<file path="src/rtl/rvm_uart_tx_seq_pkg.sv">
// Shared definitions for the buffered UART transmitter: FSM state encodings,
// bit-counter width and the default baud divisor (176 x 20ns = 3520ns per bit).
package rvm_uart_tx_seq_pkg;

  localparam int RVM_UART_CLKS_PER_BIT = 176;

  // Wide enough for DATA_BITS (<=9), STOP_BITS (<=2) and GAP_BITS (<=15).
  localparam int UTX_BIT_CNT_W = 4;

  typedef enum logic [2:0] {
    RVM_UTX_IDLE   = 3'd0,
    RVM_UTX_START  = 3'd1,
    RVM_UTX_DATA   = 3'd2,
    RVM_UTX_PARITY = 3'd3,
    RVM_UTX_STOP   = 3'd4,
    RVM_UTX_GAP    = 3'd5
  } utx_state_e;

endpackage

</file>
<file path="src/rtl/rvm_sync_fifo.sv">
// Generic synchronous FIFO, registered count, pop data read combinationally from the head.
// Latency: a pushed word is visible at the head one edge later.
// Backpressure: push is ignored while full, pop is ignored while empty.
module rvm_sync_fifo #(
  parameter int WIDTH = 8,
  parameter int DEPTH = 8
) (
  input  logic                   clk,
  input  logic                   resetn,
  input  logic                   push,
  input  logic [WIDTH-1:0]       push_data,
  input  logic                   pop,
  output logic [WIDTH-1:0]       pop_data,
  output logic [$clog2(DEPTH):0] count,
  output logic                   full,
  output logic                   empty
);

  localparam int AW = $clog2(DEPTH);

  logic [WIDTH-1:0] mem_q [DEPTH];
  logic [AW-1:0]    wr_ptr_q, wr_ptr_d;
  logic [AW-1:0]    rd_ptr_q, rd_ptr_d;
  logic [AW:0]      count_q, count_d;
  logic             do_push, do_pop;

  assign full    = (count_q == (AW+1)'(DEPTH));
  assign empty   = (count_q == '0);
  assign do_push = push & ~full;
  assign do_pop  = pop & ~empty;

  always_comb begin
    wr_ptr_d = wr_ptr_q;
    rd_ptr_d = rd_ptr_q;
    count_d  = count_q;
    if (do_push) wr_ptr_d = wr_ptr_q + 1'b1;
    if (do_pop)  rd_ptr_d = rd_ptr_q + 1'b1;
    case ({do_push, do_pop})
      2'b10:   count_d = count_q + 1'b1;
      2'b01:   count_d = count_q - 1'b1;
      default: count_d = count_q;
    endcase
  end

  always_ff @(posedge clk or negedge resetn) begin
    if (!resetn) begin
      wr_ptr_q <= '0;
      rd_ptr_q <= '0;
      count_q  <= '0;
    end else begin
      wr_ptr_q <= wr_ptr_d;
      rd_ptr_q <= rd_ptr_d;
      count_q  <= count_d;
    end
  end

  // Storage needs no reset: the pointers and count define what is valid.
  always_ff @(posedge clk) begin
    if (do_push) mem_q[wr_ptr_q] <= push_data;
  end

  assign pop_data = mem_q[rd_ptr_q];
  assign count    = count_q;

endmodule

</file>
<file path="src/rtl/rvm_uart_tx_seq.sv">
// Buffered UART transmitter: start, DATA_BITS LSB first, parity when RVM_UART_TX_PARITY_EN, stop, gap.
// Latency: word accepted into an empty FIFO while idle -> start bit driven on the next edge; frames run back to back.
// Backpressure: in_ready drops while the FIFO is full; enable=0 lets the current frame finish, then holds.
module rvm_uart_tx_seq
  import rvm_uart_tx_seq_pkg::*;
#(
  parameter int CLKS_PER_BIT = RVM_UART_CLKS_PER_BIT,
  parameter int DATA_BITS    = 8,
  parameter int STOP_BITS    = 1,
  parameter int GAP_BITS     = 0,
  parameter int FIFO_DEPTH   = 8,
  parameter int PARITY_ODD   = 0
) (
  input  logic                        clk,
  input  logic                        resetn,
  input  logic                        enable,
  input  logic                        in_valid,
  input  logic [DATA_BITS-1:0]        in_data,
  output logic                        in_ready,
  output logic [$clog2(FIFO_DEPTH):0] fifo_count,
  output logic                        busy,
  output logic                        frame_done,
  output logic                        uart_txd
);

  localparam int BAUD_W = $clog2(CLKS_PER_BIT);
  localparam logic [BAUD_W-1:0]        BAUD_LAST = BAUD_W'(CLKS_PER_BIT - 1);
  localparam logic [UTX_BIT_CNT_W-1:0] DATA_LAST = UTX_BIT_CNT_W'(DATA_BITS - 1);
  localparam logic [UTX_BIT_CNT_W-1:0] STOP_LAST = UTX_BIT_CNT_W'(STOP_BITS - 1);
  localparam logic [UTX_BIT_CNT_W-1:0] GAP_LAST  = UTX_BIT_CNT_W'(GAP_BITS - 1);
  localparam bit                       HAS_GAP   = (GAP_BITS != 0);

  utx_state_e                 state_q, state_d;
  logic [BAUD_W-1:0]          baud_q, baud_d;
  logic [UTX_BIT_CNT_W-1:0]   bit_q, bit_d;
  logic [DATA_BITS-1:0]       shift_q, shift_d;
  logic                       txd_q, txd_d;
  logic                       bit_end, frame_end, launch, can_start;
  logic                       fifo_full, fifo_empty;
  logic [DATA_BITS-1:0]       fifo_dat;

`ifdef RVM_UART_TX_PARITY_EN
  logic parity_q, parity_d;
`else
  logic unused_parity_cfg;
  assign unused_parity_cfg = (PARITY_ODD != 0);
`endif

  rvm_sync_fifo #(
    .WIDTH (DATA_BITS),
    .DEPTH (FIFO_DEPTH)
  ) u_fifo (
    .clk       (clk),
    .resetn    (resetn),
    .push      (in_valid),
    .push_data (in_data),
    .pop       (launch),
    .pop_data  (fifo_dat),
    .count     (fifo_count),
    .full      (fifo_full),
    .empty     (fifo_empty)
  );

  assign can_start = enable & ~fifo_empty;
  assign bit_end   = (baud_q == BAUD_LAST);

  always_comb begin
    state_d   = state_q;
    baud_d    = baud_q;
    bit_d     = bit_q;
    shift_d   = shift_q;
    frame_end = 1'b0;
    launch    = 1'b0;

    if (state_q != RVM_UTX_IDLE) begin
      baud_d = bit_end ? '0 : baud_q + 1'b1;
    end

    case (state_q)
      RVM_UTX_IDLE: launch = can_start;
      RVM_UTX_START: begin
        if (bit_end) begin
          state_d = RVM_UTX_DATA;
          bit_d   = '0;
        end
      end
      RVM_UTX_DATA: begin
        if (bit_end) begin
          shift_d = shift_q >> 1;
          if (bit_q == DATA_LAST) begin
            bit_d = '0;
`ifdef RVM_UART_TX_PARITY_EN
            state_d = RVM_UTX_PARITY;
`else
            state_d = RVM_UTX_STOP;
`endif
          end else begin
            bit_d = bit_q + 1'b1;
          end
        end
      end
`ifdef RVM_UART_TX_PARITY_EN
      RVM_UTX_PARITY: begin
        if (bit_end) begin
          state_d = RVM_UTX_STOP;
          bit_d   = '0;
        end
      end
`endif
      RVM_UTX_STOP: begin
        if (bit_end) begin
          if (bit_q == STOP_LAST) begin
            bit_d = '0;
            if (HAS_GAP) state_d = RVM_UTX_GAP;
            else         frame_end = 1'b1;
          end else begin
            bit_d = bit_q + 1'b1;
          end
        end
      end
      RVM_UTX_GAP: begin
        if (bit_end) begin
          if (bit_q == GAP_LAST) frame_end = 1'b1;
          else                   bit_d = bit_q + 1'b1;
        end
      end
      default: state_d = RVM_UTX_IDLE;
    endcase

    // The last cycle of a frame may chain straight into the next start bit.
    if (frame_end) begin
      state_d = RVM_UTX_IDLE;
      bit_d   = '0;
      launch  = can_start;
    end

    if (launch) begin
      state_d = RVM_UTX_START;
      baud_d  = '0;
      bit_d   = '0;
      shift_d = fifo_dat;
    end
  end

`ifdef RVM_UART_TX_PARITY_EN
  assign parity_d = launch ? ((^fifo_dat) ^ (PARITY_ODD != 0)) : parity_q;
`endif

  // Line level is decoded from the next state so uart_txd is a clean register output.
  always_comb begin
    txd_d = 1'b1;
    case (state_d)
      RVM_UTX_START:  txd_d = 1'b0;
      RVM_UTX_DATA:   txd_d = shift_d[0];
`ifdef RVM_UART_TX_PARITY_EN
      RVM_UTX_PARITY: txd_d = parity_d;
`endif
      default:        txd_d = 1'b1;
    endcase
  end

  always_ff @(posedge clk or negedge resetn) begin
    if (!resetn) begin
      state_q  <= RVM_UTX_IDLE;
      baud_q   <= '0;
      bit_q    <= '0;
      shift_q  <= '0;
      txd_q    <= 1'b1;
`ifdef RVM_UART_TX_PARITY_EN
      parity_q <= 1'b0;
`endif
    end else begin
      state_q  <= state_d;
      baud_q   <= baud_d;
      bit_q    <= bit_d;
      shift_q  <= shift_d;
      txd_q    <= txd_d;
`ifdef RVM_UART_TX_PARITY_EN
      parity_q <= parity_d;
`endif
    end
  end

  assign in_ready   = ~fifo_full;
  assign busy       = (state_q != RVM_UTX_IDLE);
  assign frame_done = frame_end;
  assign uart_txd   = txd_q;

endmodule

</file>
<file path="config.mk">
export PLATFORM = sky130hd
export DESIGN_NAME = rvm_uart_tx_seq
export DESIGN_NICKNAME = d
export VERILOG_FILES = /design/src/rtl/rvm_uart_tx_seq_pkg.sv /design/src/rtl/rvm_sync_fifo.sv /design/src/rtl/rvm_uart_tx_seq.sv
export SDC_FILE = /design/constraint.sdc
export NUM_CORES = 1
export LEC_CHECK = 0
export CAP_MARGIN = 25
export CELL_PAD_IN_SITES_DETAIL_PLACEMENT = 0
export CELL_PAD_IN_SITES_GLOBAL_PLACEMENT = 2
export CORE_MARGIN = 8
export CORE_UTILIZATION = 35
export DETAILED_ROUTE_END_ITERATION = 12
export GPL_TIMING_DRIVEN = 0
export PLACE_DENSITY = 0.76
export REMOVE_ABC_BUFFERS = 1
export SYNTH_ARGS = -nofsm -noshare
export SYNTH_HDL_FRONTEND = slang
export SYNTH_HIERARCHICAL = 1
export SYNTH_SLANG_ARGS = --single-unit
</file>
<file path="constraint.sdc">
create_clock -name clk -period 4.54 [get_ports clk]
set_clock_uncertainty 0.1 [all_clocks]
set_input_delay 0.908 -clock clk [delete_from_list [all_inputs] [get_ports clk]]
set_output_delay 0.908 -clock clk [all_outputs]
set_load 0.02 [all_outputs]
</file>
# == Word-level counts from Yosys, hierarchy flattened ==
# Memory sizes are Yosys's and may differ from the RTL's.
# Index checks and enable logic that the tools add are counted.
# totals
output_inout_bits,8
n_memories,1
mem_bits_rw,64
register_bits,34
word_cells,83
inputBits,12
# memory_table
memory,depth,width,rd,rd_ports_with_merged_regs,wr,line_no,source
u_fifo.mem_q,8,8,1,0,1,rvm_sync_fifo.sv:21,logic [WIDTH-1:0] mem_q [DEPTH];
# classes
n_bitwise,5
n_mux,33
n_addsub,6
n_reduce_logical,12
n_eq_ne,17
# op_table
cell,count
$mux W8,6
$mux W4,9
$ne A4 B3 Y1 const B,5
$pmux W4 S4,1
$mux W3,5
$pmux W3 S3,1
$add A4 B1 Y4 const B,2
$add A8 B1 Y8 const B,1
$eq A4 B4 Y1 const B,2
$eq A8 B8 Y1 const B,1
$logic_not A4 Y1,2
$mux W1,8
$pmux W4 S2,1
$reduce_bool A2 Y1,4
$add A3 B1 Y3 const B,2
$eq A3 B1 Y1 const B,2
$eq A3 B2 Y1 const B,2
$eq A3 B3 Y1 const B,2
$reduce_and A6 Y1,1
$reduce_bool A6 Y1,1
$eq A4 B3 Y1 const B,1
$pmux W1 S2,2
$sub A4 B1 Y4 const B,1
$and A1 B1 Y1,3
7 further kinds,8

# == Logic depth before layout (Yosys ltp) ==
# Gate-level depths: netlist of the first run.
# depth
word_depth,8
depth_mapped,13
depth_no_buf,12

# == Cells and area by module ==
# The synthesis of the first run kept the hierarchy.
# modules_own_cells
mod,cells_each,instances,area_per_inst_um2,seq_area_each_um2
rvm_sync_fifo,160,1,3124.2,2172.1
rvm_uart_tx_seq,137,1,1363.8,601.8

# == Worst setup path after synthesis of the first run ==
# No wires, ideal clock.
# synth_path
kind,register to register
startpoint,register bit_q[0]
endpoint,"register u_fifo.count_q[3], in the netlist u_fifo/count[3]"
setup_time_ns,0.134
t_arrival_ns,3.495
stages_incl_launch_ff,14
period_less_slack_ns,3.729
slack_ns,0.811
required_time_ns,4.306
n_path_buf,1
cell_sequence,dfrtp_1 inv_1 ha_1 or4b_4 a2111o_1 a21oi_4 buf_6 o41ai_1 inv_1 ha_1 ha_1 or4b_2 o311ai_0 o211ai_1
# synth_between
elab_chain_len,8
elab_cells_between_ends,13
classes_between,eq/ne: 3; mux: 7; bitwise: 1; reduce/logical: 2
# synth_lines
item,line_no,source
start: declaration,rvm_uart_tx_seq.sv:35,"logic [UTX_BIT_CNT_W-1:0] bit_q, bit_d;"
start signal: assignment,rvm_uart_tx_seq.sv:175,bit_q <= bit_d;
$eq A4 B4 Y1 / $logic_not A4 Y1 (equally long branches),"rvm_uart_tx_seq.sv:123, rvm_uart_tx_seq.sv:112",
$mux W1 (on tied branches),"rvm_uart_tx_seq.sv:123, rvm_uart_tx_seq.sv:112",
$mux W1 (on tied branches),"rvm_uart_tx_seq.sv:122, rvm_uart_tx_seq.sv:111",
$pmux W1 S2 (*),rvm_uart_tx_seq.sv:79,case (state_q)
$mux W1 (*),rvm_uart_tx_seq.sv:131,if (frame_end) begin
named net launch,rvm_uart_tx_seq.sv:38,"logic bit_end, frame_end, launch, can_start;"
$and A1 B1 Y1 (*),rvm_sync_fifo.sv:30,assign do_pop = pop & ~empty;
named net u_fifo.do_pop,rvm_sync_fifo.sv:25,"logic do_push, do_pop;"
$eq A2 B1 Y1 / $eq A2 B2 Y1 (equally long branches),rvm_sync_fifo.sv:38,"case ({do_push, do_pop})"
$pmux W4 S2 / $reduce_bool A2 Y1 (equally long branches),--,
end signal: assignment,rvm_sync_fifo.sv:53,count_q <= count_d;
end: declaration,rvm_sync_fifo.sv:24,"logic [AW:0] count_q, count_d;"
# Mark *: on every way through the listed nets, which the timed path passes. The rest lies on a longest branch.
# A chain may end at the register's enable or synchronous reset.

# == Worst setup path in the final report of the first run ==
# layout_path
startpoint,register bit_q[0]
endpoint,"register u_fifo.count_q[3], in the netlist u_fifo/count[3]"
# layout_between
elab_chain_len,8
elab_cells_between_ends,13
classes_between,eq/ne: 3; mux: 7; bitwise: 1; reduce/logical: 2
# layout_lines
item,line_no
$eq A4 B4 Y1 / $logic_not A4 Y1 (equally long branches),"rvm_uart_tx_seq.sv:123, rvm_uart_tx_seq.sv:112"
$mux W1 (on tied branches),"rvm_uart_tx_seq.sv:123, rvm_uart_tx_seq.sv:112"
$mux W1 (on tied branches),"rvm_uart_tx_seq.sv:122, rvm_uart_tx_seq.sv:111"
$pmux W1 S2 (*),rvm_uart_tx_seq.sv:79
$mux W1 (*),rvm_uart_tx_seq.sv:131
$and A1 B1 Y1 (*),rvm_sync_fifo.sv:30
named net u_fifo.do_pop,rvm_sync_fifo.sv:25
$eq A2 B1 Y1 / $eq A2 B2 Y1 (equally long branches),rvm_sync_fifo.sv:38
$pmux W4 S2 / $reduce_bool A2 Y1 (equally long branches),--
# Marks and branches as above.

==> results.sh, run 1 <==
export IMPL_cp_end_kind="register"
export IMPL_power_density_mw_per_mm2=566
export IMPL_h_tree_depth=3
export IMPL_grt_ovfl_total=0
export IMPL_rows=41
export IMPL_setup_worst_path_end="u_fifo/count[3]"
export IMPL_start_kind="register"
export IMPL_initialDrtViolationCount=316
export IMPL_clkLatencyLatePin_ns=0.34
export IMPL_dp_cells=480
export IMPL_ir_worst_vdd_uv=290
export IMPL_gp_congestion=0.732
export IMPL_drc=0
export IMPL_worstMarginPinSlew_ns=0.936
export IMPL_maxCapViolCount=0
export IMPL_grt_max_degree=35
export IMPL_yosys_warnings=6
export IMPL_finalHoldViolCount=0
export IMPL_max_freq_mhz=237
export IMPL_portBuffers=19
export IMPL_syn2layout_area_growth_pct=14.1
export IMPL_vias=2489
export IMPL_core_area_mm2=0.0126
export IMPL_hp_class="reg -> reg"
export IMPL_period_minus_slack_ns=4.22
export IMPL_chipHeight_um=129
export IMPL_yosysSeqAreaShare_pct=61.8
export IMPL_status="finished clean"
export IMPL_cts_sinks=98
export IMPL_finalSetupTns_ns=0
export IMPL_slew_headroom_pct=37.6
export IMPL_timing_hold_ws_ns=0.409
export IMPL_yosys_register_bits=98
export IMPL_grtUsageMet3_pct=2.83
export IMPL_async_flop_share_pct=34.7
export IMPL_wirelength_um=8270
export IMPL_cp_arrival_ns=4.33
export IMPL_wl_per_cell_um=16.6
export IMPL_stdcell_count=497
export IMPL_initial_utilization_pct=35.7
export IMPL_dpl_hpwl_um=5510
export IMPL_synth_area_mm2=0.00449
export IMPL_postSynthCellCount=297
export IMPL_path_class="reg -> reg"
export IMPL_antenna_found_initial=0
export IMPL_grt_util_met1_pct=13.3
export IMPL_cts_setup_buffers=0
export IMPL_cts_hold_buf=0
export IMPL_rsz0062_at_grt="false"
export IMPL_final_period_utilization_pct=92.9
export IMPL_timing_rr_start="bit_q[0]"
export IMPL_crit_fanout=12
export IMPL_r2r_end="u_fifo/count[3]"
export IMPL_synth_edf_count=64
export IMPL_r2r_cells=12
export IMPL_slew_violations=0
export IMPL_setup_viol=0
export IMPL_grt_pass1_vias=2572
export IMPL_drtAntennaViolNets=0
export IMPL_synth_main_ff_cell="edfxtp_1"
export IMPL_r2r_slack_ns=0.32
export IMPL_clockBufferDepth=2
export IMPL_via_per_inst=5.01
export IMPL_clk_pin_slew_worst_paths_ns=0.07
export IMPL_finalWorstSetupSlack_ns=0.324
export IMPL_cts_tree="yes"
export IMPL_final_common_cell="edfxtp_1"
export IMPL_pre_cts_ws_ns=0.289
export IMPL_grt_busiest_layer="met2"
export IMPL_grt_util_met2_pct=18.0
export IMPL_final_cell_mix="edfxtp_1 (64), dfrtp_1 (33), nor2_1 (20)"
export IMPL_total_power_mw=2.89
export IMPL_crit_start="bit_q[0]"
export IMPL_fin_nets=341
export IMPL_die_w_um=129
export IMPL_drtPass1Iterations=6
export IMPL_grt_usage_pct=10.9
export IMPL_drive_gt1_share_pct=14.2
export IMPL_fill_cells=1139
export IMPL_p_leak_nw=1.84
export IMPL_critPathRequiredTime_ns=4.66
export IMPL_root_buffer="clkbuf_16"
export IMPL_synth_cell_types=55
export IMPL_avgSynthCellArea_um2=15.1
export IMPL_dieArea_mm2=0.0167
export IMPL_num_antenna_cells=0
export IMPL_post_cts_resized=0
export IMPL_grt_pass1_wl_um=13800
export IMPL_numCtsBuffers=9
export IMPL_ios=20
-- sequential cells by signal (all words and copies together) (netlist names), 3 cells and up --
register	flops
u_fifo/wr_ptr_q	3
u_fifo/mem_q	64
baud_q	8
u_fifo/count	4
shift_q	8
u_fifo/rd_ptr_q	3
bit_q	4
state_q	3
-- critical path, cell delays in order, from the launching register on --
cell and delay, ns:
dfrtp_1 0.41, inv_1 0.09, ha_1 0.16, or4b_4 0.48, a2111o_1 0.52, a21oi_4 0.42
o41ai_1 0.22, inv_1 0.15, ha_1 0.31, ha_1 0.34, or4b_2 0.64, o311ai_0 0.12
o211ai_1 0.12
-- layout make-up --
cell class / instances / area (um2) / share of cell area, %
Sequential cell: 98 / 2770 / 54.2
Multi-Input combinational cell: 178 / 1610 / 31.4
Clock buffer: 9 / 225 / 4.40
Tap cell: 172 / 215 / 4.20
Timing Repair Buffer: 21 / 200 / 3.91
Clock inverter: 7 / 52.6 / 1.03
Inverter: 12 / 45.0 / 0.880
-- logic make-up after synthesis --
family | after synthesis | share of synthesized area [%]
xor gates and xnor gates | 13 | 2.54
AOI/OAI and AO/OA | 43 | 7.61
buffers and inverters | 21 | 2.51
DFF | 98 | 61.8
and+or+nand+nor | 84 | 10.3
adders and majority gates | 9 | 2.68
muxes | 29 | 12.6
-- routing by layer --
metal / wire, um / vias up
met2: 4240 / 38
met3: 248 / 10
met5: 0 / -
met4: 116 / 0
li1: - / 1207
met1: 3660 / 1234
-- worst min path at each step --
stage / start / end / slack, ns / cells past startpoint
2_1_floorplan: shift_q[2] / shift_q[2] / 0.37 / 1
6_report: shift_q[3] / shift_q[3] / 0.41 / 1
3_3_place_gp: shift_q[4] / shift_q[4] / 0.39 / 1
4_1_cts: shift_q[3] / shift_q[3] / 0.41 / 1
3_5_place_dp: shift_q[6] / shift_q[6] / 0.39 / 1
5_1_grt: shift_q[5] / shift_q[5] / 0.43 / 1
-- through the flow --
| stage | cell area, um2 | utilization (%) |
|---|---|---|
| 2_1_floorplan | 4420 | - |
| 3_3_place_gp | 4830 | 38.4 |
| 3_5_place_dp | 4830 | 38.5 |
| 4_1_cts | 5110 | 40.7 |
| 5_1_grt | 5120 | 40.7 |
| 6_report | 5120 | 40.7 |
-- where the power goes --
| part | internal [mW] | switching [mW] | total [mW] |
|---|---|---|---|
| combinational | 0.442 | 0.371 | 0.813 |
| sequential | 1.16 | 0.215 | 1.38 |
| clock | 0.375 | 0.329 | 0.704 |
-- synth_stat cells, types with 2 or more instances --
cell type / count / area, um2
edfxtp_1: 64 / 1920
dfrtp_1: 33 / 826
nor2_1: 20 / 75.1
mux4_1: 16 / 420
nand2_1: 15 / 56.3
inv_1: 12 / 45.0
mux2_2: 12 / 135
nand3_1: 12 / 60.1
xnor2_1: 11 / 96.3
ha_1: 8 / 100
o21ai_0: 7 / 35.0
a211oi_1: 6 / 45.0
a221o_2: 6 / 67.6
and2_1: 6 / 37.5
a21oi_1: 5 / 25.0
nand2b_1: 4 / 25.0
nor3_1: 4 / 20.0
nor3b_1: 4 / 30.0
nand4_1: 3 / 18.8
o211ai_1: 3 / 22.5
or2_2: 3 / 18.8
a2111o_1: 2 / 22.5
a21o_1: 2 / 15.0
buf_1: 2 / 7.51
buf_2: 2 / 10.0
buf_6: 2 / 22.5
clkbuf_1: 2 / 7.51
o31a_1: 2 / 17.5
or4b_4: 2 / 27.5
xor2_1: 2 / 17.5
No activity file was read; power rests on OpenSTA's default activity.
==> inputs of run 2 (changes only) <==
MAX_ROUTING_LAYER = met4   (was not set)
TNS_END_PERCENT = 30   (was not set)
==> run 2 against run 1 <==
Compared with the run above:
- cell area unchanged
- via count decreased by 0.36%
- final cell count unchanged
==> results.sh, run 2 (same netlist as run 1, synthesis figures left out) <==
export IMPL_cts_hold_buf=0
export IMPL_start_kind="register"
export IMPL_cts_sinks=98
export IMPL_slew_headroom_pct=37.5
export IMPL_min_delay_worst_endpoint="shift_q[3]"
export IMPL_wirelength_um=8280
export IMPL_initialDrtViolationCount=332
export IMPL_top_regs="u_fifo/mem_q: 64 flops, baud_q: 8 flops, shift_q: 8 flops"
export IMPL_initial_utilization_pct=35.7
export IMPL_cp_end_kind="register"
export IMPL_dieArea_mm2=0.0167
export IMPL_finalSetupTns_ns=0
export IMPL_cts_tree="yes"
export IMPL_power_share_sequential_pct=47.6
export IMPL_gp_congestion=0.741
export IMPL_drc=0
export IMPL_grt_usage_pct=11.2
export IMPL_die_w_um=129
export IMPL_grt_pass1_vias=2564
export IMPL_grt_ovfl_total=0
export IMPL_final_cell_mix="edfxtp_1 (64), dfrtp_1 (33), nor2_1 (20)"
export IMPL_ios=20
export IMPL_internal_power_mw=1.98
export IMPL_crit_fanout=12
export IMPL_max_freq_mhz=236
export IMPL_core_area_mm2=0.0126
export IMPL_clockPowerShare_pct=24.3
export IMPL_cp_cell_sequence="inv_1 -> ha_1 -> or4b_4 -> a2111o_1 -> a21oi_4 -> o41ai_1 -> inv_1 -> ha_1 -> ha_1 -> or4b_2 -> o311ai_0 -> o211ai_1"
export IMPL_clkLatencyLatePin_ns=0.34
export IMPL_switching_power_mw=0.915
export IMPL_via_per_inst=4.99
export IMPL_timing_rr_start="bit_q[0]"
export IMPL_drtAntennaViolNets=0
export IMPL_r2r_slack_ns=0.30
export IMPL_total_power_mw=2.90
export IMPL_critPathRequiredTime_ns=4.66
export IMPL_finalHoldViolCount=0
export IMPL_antenna_found_initial=0
export IMPL_whs_path_depth=1
export IMPL_drive_gt1_share_pct=14.2
export IMPL_largest_reg_flops=64
export IMPL_vias=2480
export IMPL_num_antenna_cells=0
export IMPL_maxCapViolCount=0
export IMPL_chipHeight_um=129
export IMPL_rows=41
export IMPL_r2r_end="u_fifo/count[3]"
export IMPL_r2r_cells=12
export IMPL_fin_nets=341
export IMPL_p_sw_share_pct=31.6
export IMPL_hold_start="shift_q[3]"
export IMPL_setup_viol=0
export IMPL_grt_max_degree=35
export IMPL_root_buffer="clkbuf_16"
export IMPL_status="finished clean"
export IMPL_critPathMostFrequentCell="ha_1"
export IMPL_portBuffers=19
export IMPL_final_period_utilization_pct=93.3
export IMPL_cp_arrival_ns=4.35
export IMPL_cp_slowest_stage_delay_ns=0.65
export IMPL_post_cts_resized=0
export IMPL_numCtsBuffers=9
export IMPL_worstMarginPinSlew_ns=0.938
export IMPL_path_class="reg -> reg"
export IMPL_largest_register="u_fifo/mem_q"
export IMPL_dpl_hpwl_um=5510
export IMPL_drtPass1Iterations=4
export IMPL_cpMaxStageDelayCell="or4b_2"
export IMPL_p_leak_nw=1.84
export IMPL_ir_worst_vdd_uv=288
export IMPL_period_minus_slack_ns=4.24
export IMPL_rsz0062_at_grt="false"
export IMPL_h_tree_depth=3
export IMPL_clockBufferDepth=2
export IMPL_syn2layout_area_growth_pct=14.1
export IMPL_cts_setup_buffers=0
export IMPL_final_common_cell="edfxtp_1"
export IMPL_wl_per_cell_um=16.7
export IMPL_grt_pass1_wl_um=13800
export IMPL_hp_class="reg -> reg"
export IMPL_clk_pin_slew_worst_paths_ns=0.07
export IMPL_power_density_mw_per_mm2=566
export IMPL_slew_violations=0
export IMPL_power_frac_comb_pct=28.1
==> run 2: metal layers <==
layer / share of wire, % / GRT usage (%) / up-vias / routed length, um
met3: 2.8 / 2.59 / 9 / 228
met4: 1.4 / 4.35 / 0 / 116
li1: - / - / 1208 / -
met5: 0 / - / - / 0
met1: 45 / 13.4 / 1233 / 3700
met2: 51 / 17.9 / 30 / 4240
==> run 2: stage by stage <==
| stage | cells | hold slack (ns) | setup slack (ns) | cell area [um2] | util [%] |
|---|---|---|---|---|---|
| after floorplan | 288 | 0.373 | 0.793 | 4420 | - |
| after global placement | 479 | 0.392 | 0.287 | 4830 | 38.4 |
| after detailed placement | 480 | 0.392 | 0.289 | 4830 | 38.5 |
| after CTS | 496 | 0.411 | 0.279 | 5110 | 40.7 |
| after global routing | 497 | 0.431 | 0.0563 | 5120 | 40.7 |
| final | 497 | 0.409 | 0.304 | 5120 | 40.7 |
==> run 2: area by class of cell <==
class                           count  area [um2]
Multi-Input combinational cell    178        1610
Sequential cell                    98        2770
Clock inverter                      7        52.6
Tap cell                          172         215
Timing Repair Buffer               21         200
Clock buffer                        9         225
Inverter                           12        45.0
Fill cell                        1139        7450
==> run 2: worst max-delay path by stage <==
| stage | slack, ns | end | depth (start not counted) | start |
|---|---|---|---|---|
| floorplan | 0.79 | u_fifo/count[3] | 12 | bit_q[0] |
| global placement | 0.29 | u_fifo/count[3] | 10 | enable |
| detailed placement | 0.29 | u_fifo/count[3] | 12 | bit_q[0] |
| CTS | 0.28 | u_fifo/count[3] | 12 | bit_q[0] |
| global route | 0.06 | u_fifo/count[3] | 12 | bit_q[0] |
| finish | 0.30 | u_fifo/count[3] | 12 | bit_q[0] |
==> run 2: critical path: cells and delay by family, from the launching register on <==
kind	cells	cell delay, ns
AOI/OAI and AO/OA	5	1.40
adders and majority gates	3	0.83
and+or+nand+nor	2	1.13
buffers and inverters	2	0.24
DFF	1	0.41
==> run 2: power groups by stage <==
stage | Clock, mW | Combinational, mW | Sequential (mW)
floorplan | 0 | 0.586 | 1.35
global placement | 0 | 0.811 | 1.39
detailed placement | 0 | 0.823 | 1.40
CTS | 0.728 | 0.827 | 1.38
global route | 0.760 | 0.896 | 1.42
finish | 0.704 | 0.815 | 1.38
==> inputs of run 3 (changes only) <==
CORE_MARGIN = not set   (was 8)
SYNTH_HIERARCHICAL = not set   (was 1)
==> run 3 against run 2 <==
Compared with the run above:
- routed wire length down 9.2%
- synthesized cell count down 3.4%
- sequential power down 17%
- first-iteration DRC count down 77%
- clock-buffer cell count up 1
- register-to-register slack better by 0.92 ns
- final cell count down 8.7%
- clock power down 2%
- critical path depth down 7
- area after synthesis down 5.0%
- critical endpoint is now frame_done
- highest routed layer unchanged
==> results.sh, run 3 <==
export IMPL_largest_reg_flops=64
export IMPL_drtPass1Iterations=4
export IMPL_drtAntennaViolNets=0
export IMPL_synth_edf_count=64
export IMPL_initial_utilization_pct=36.6
export IMPL_avgSynthCellArea_um2=14.9
export IMPL_gp_congestion=0.725
export IMPL_grt_pass1_wl_um=12300
export IMPL_final_period_utilization_pct=77.1
export IMPL_synth_cell_types=49
export IMPL_cp_slowest_stage_delay_ns=0.64
export IMPL_period_minus_slack_ns=3.50
export IMPL_start_kind="register"
export IMPL_maxCapViolCount=0
export IMPL_path_class="reg -> out"
export IMPL_hp_class="reg -> reg"
export IMPL_clk_pin_slew_worst_paths_ns=0.06
export IMPL_final_core_utilization_pct=41.9
export IMPL_synth_top_area_cell="edfxtp_1"
export IMPL_h_tree_depth=3
export IMPL_p_leak_nw=1.69
export IMPL_synth_main_ff_cell="edfxtp_1"
export IMPL_numCtsBuffers=9
export IMPL_vias=2343
export IMPL_largest_register="u_fifo.mem_q"
export IMPL_die_w_um=112
export IMPL_clockBufferDepth=2
export IMPL_final_cell_mix="edfxtp_1 (64), dfrtp_1 (33), nor2_1 (21)"
export IMPL_drc=0
export IMPL_core_area_mm2=0.0117
export IMPL_fin_nets=327
export IMPL_critPathRequiredTime_ns=3.53
export IMPL_grt_pass1_vias=2325
export IMPL_yosys_warnings=0
export IMPL_dpl_hpwl_um=4920
export IMPL_clkLatencyLatePin_ns=0.34
export IMPL_portBuffers=19
export IMPL_finalHoldViolCount=0
export IMPL_grt_ovfl_total=0
export IMPL_yosysSeqAreaShare_pct=65.1
export IMPL_final_common_cell="edfxtp_1"
export IMPL_cts_sinks=98
export IMPL_rsz0062_at_grt="false"
export IMPL_crit_fanout=6
export IMPL_grt_max_degree=35
export IMPL_async_flop_share_pct=34.7
export IMPL_path_delay_family="simple AND/OR/NAND/NOR gates"
export IMPL_yosys_area_top_type_share_pct=45.1
export IMPL_num_antenna_cells=0
export IMPL_cts_hold_buf=0
export IMPL_setup_viol=0
export IMPL_cpMaxStageDelayCell="clkdlybuf4s50_1"
export IMPL_ir_worst_vdd_uv=364
export IMPL_yosys_register_bits=98
export IMPL_synth_area_mm2=0.00426
export IMPL_dieArea_mm2=0.0126
export IMPL_via_per_inst=5.16
export IMPL_grt_usage_pct=13.6
export IMPL_slew_headroom_pct=30.9
export IMPL_initialDrtViolationCount=78
export IMPL_slew_violations=0
export IMPL_root_buffer="clkbuf_16"
export IMPL_drive_gt1_share_pct=14.8
export IMPL_rows=39
export IMPL_post_cts_resized=0
export IMPL_synth_area_leaders="edfxtp_1 (45%), dfrtp_1 (19%), mux4_2 (8.5%), ha_1 (2.3%), o21ai_0 (2.1%)"
export IMPL_max_freq_mhz=286
export IMPL_cp_end_kind="output port"
export IMPL_status="finished clean"
export IMPL_wirelength_um=7520
export IMPL_cts_setup_buffers=0
export IMPL_timing_critical_path_buf_inv=1
export IMPL_ios=20
export IMPL_netlist_top_cells_count="edfxtp_1 (64), dfrtp_1 (33), nor2_1 (21)"
export IMPL_chipHeight_um=112
export IMPL_cp_arrival_ns=2.49
export IMPL_synth_most_common_cell="edfxtp_1"
export IMPL_cp_cell_sequence="ha_1 -> nand4b_1 -> or2_2 -> a211oi_1 -> clkdlybuf4s50_1"
export IMPL_finalSetupTns_ns=0
export IMPL_syn2layout_area_growth_pct=14.5
export IMPL_power_density_mw_per_mm2=434
export IMPL_postSynthCellCount=287
export IMPL_worstMarginPinSlew_ns=1.03
export IMPL_top_regs="u_fifo.mem_q: 64 flops, baud_q: 8 flops, shift_q: 8 flops"
export IMPL_fill_cells=1058
export IMPL_antenna_found_initial=0
export IMPL_wl_per_cell_um=16.6
export IMPL_cts_tree="yes"
run 3: changes by cell type in the layout (fill, tap and decap cells not counted), sizes merged, moves of 4 or more:
| cell | change |
|---|---|
| o21ai | +11 |
| mux2 | -9 |
| xnor2 | -8 |
| mux2i | +7 |
| inv | -6 |
| and2 | -4 |
| xor2 | +4 |
run 3: logic make-up (layout without fill, tap and decap cells):
family / count (synthesis) / after routing / share of synthesized area [%]
fa+ha+maj: 8 / 8 / 2.35
buf+inv: 18 / 42 / 1.85
flops: 98 / 98 / 65.1
mux: 27 / 27 / 11.1
compound gates: 50 / 50 / 8.28
simple gates: 77 / 77 / 9.51
xor+xnor: 9 / 9 / 1.85
run 3: worst register-to-register path, cell delays in order, from the launching register on:
cell and delay [ns]:
dfrtp_1 0.41, inv_1 0.10, ha_1 0.18, or4b_4 0.49
a2111oi_4 0.45, o21bai_4 0.23, inv_1 0.18, ha_1 0.28
xor2_1 0.10, ha_1 0.18, a21oi_1 0.14, xor2_1 0.16
nor2_1 0.06, xor2_1 0.14
run 3: metal layers:
layer	wire length, um	up-vias	GRT usage, %	share of wire, %
met2	3620	24	21.9	48
met5	0	-	-	0
li1	-	1143	-	-
met4	95	0	4.00	1.3
met3	204	10	3.73	2.7
met1	3600	1166	16.7	48
run 3: final cells by class:
class | instances | area, um2 | share of cell area, %
Sequential cell | 98 | 2770 | 56.8
Timing Repair Buffer | 20 | 213 | 4.36
Multi-Input combinational cell | 171 | 1420 | 29.1
Inverter | 7 | 26.3 | 0.538
Clock buffer | 10 | 229 | 4.69
Clock inverter | 5 | 40.0 | 0.820
Tap cell | 143 | 179 | 3.66
run 3: path summary, 6_finish.rpt:
check / slack [ns] / to / start / cells past startpoint
hold / removal: 0.39 / baud_q[7] / baud_q[7] / 1
hold reg to reg: 0.39 / baud_q[7] / baud_q[7] / 1
setup reg to reg: 1.22 / u_fifo.count[2] / bit_q[0] / 13
max in group asynchronous: 3.31 / baud_q[1] / resetn / 1
setup / recovery: 1.04 / frame_done / baud_q[0] / 5
min in group asynchronous: 0.54 / baud_q[7] / resetn / 1
run 3: report_power, final:
part           internal [mW]  switching (mW)  total [mW]
combinational          0.125           0.163       0.289
sequential              1.07          0.0703        1.14
clock                  0.371           0.316       0.687
total                   1.57           0.550        2.12
run 3: stage by stage:
stage          cell area [um2]  hold WS (ns)  setup WS [ns]  instances  total power [mW]
2_1_floorplan             4210         0.345           1.55        276              1.32
3_3_place_gp              4580         0.367          0.962        438              1.44
3_5_place_dp              4610         0.386           1.14        439              1.46
4_1_cts                   4880         0.396          0.993        454              2.15
5_1_grt                   4880         0.421          0.786        454              2.22
6_report                  4880         0.392           1.04        454              2.12
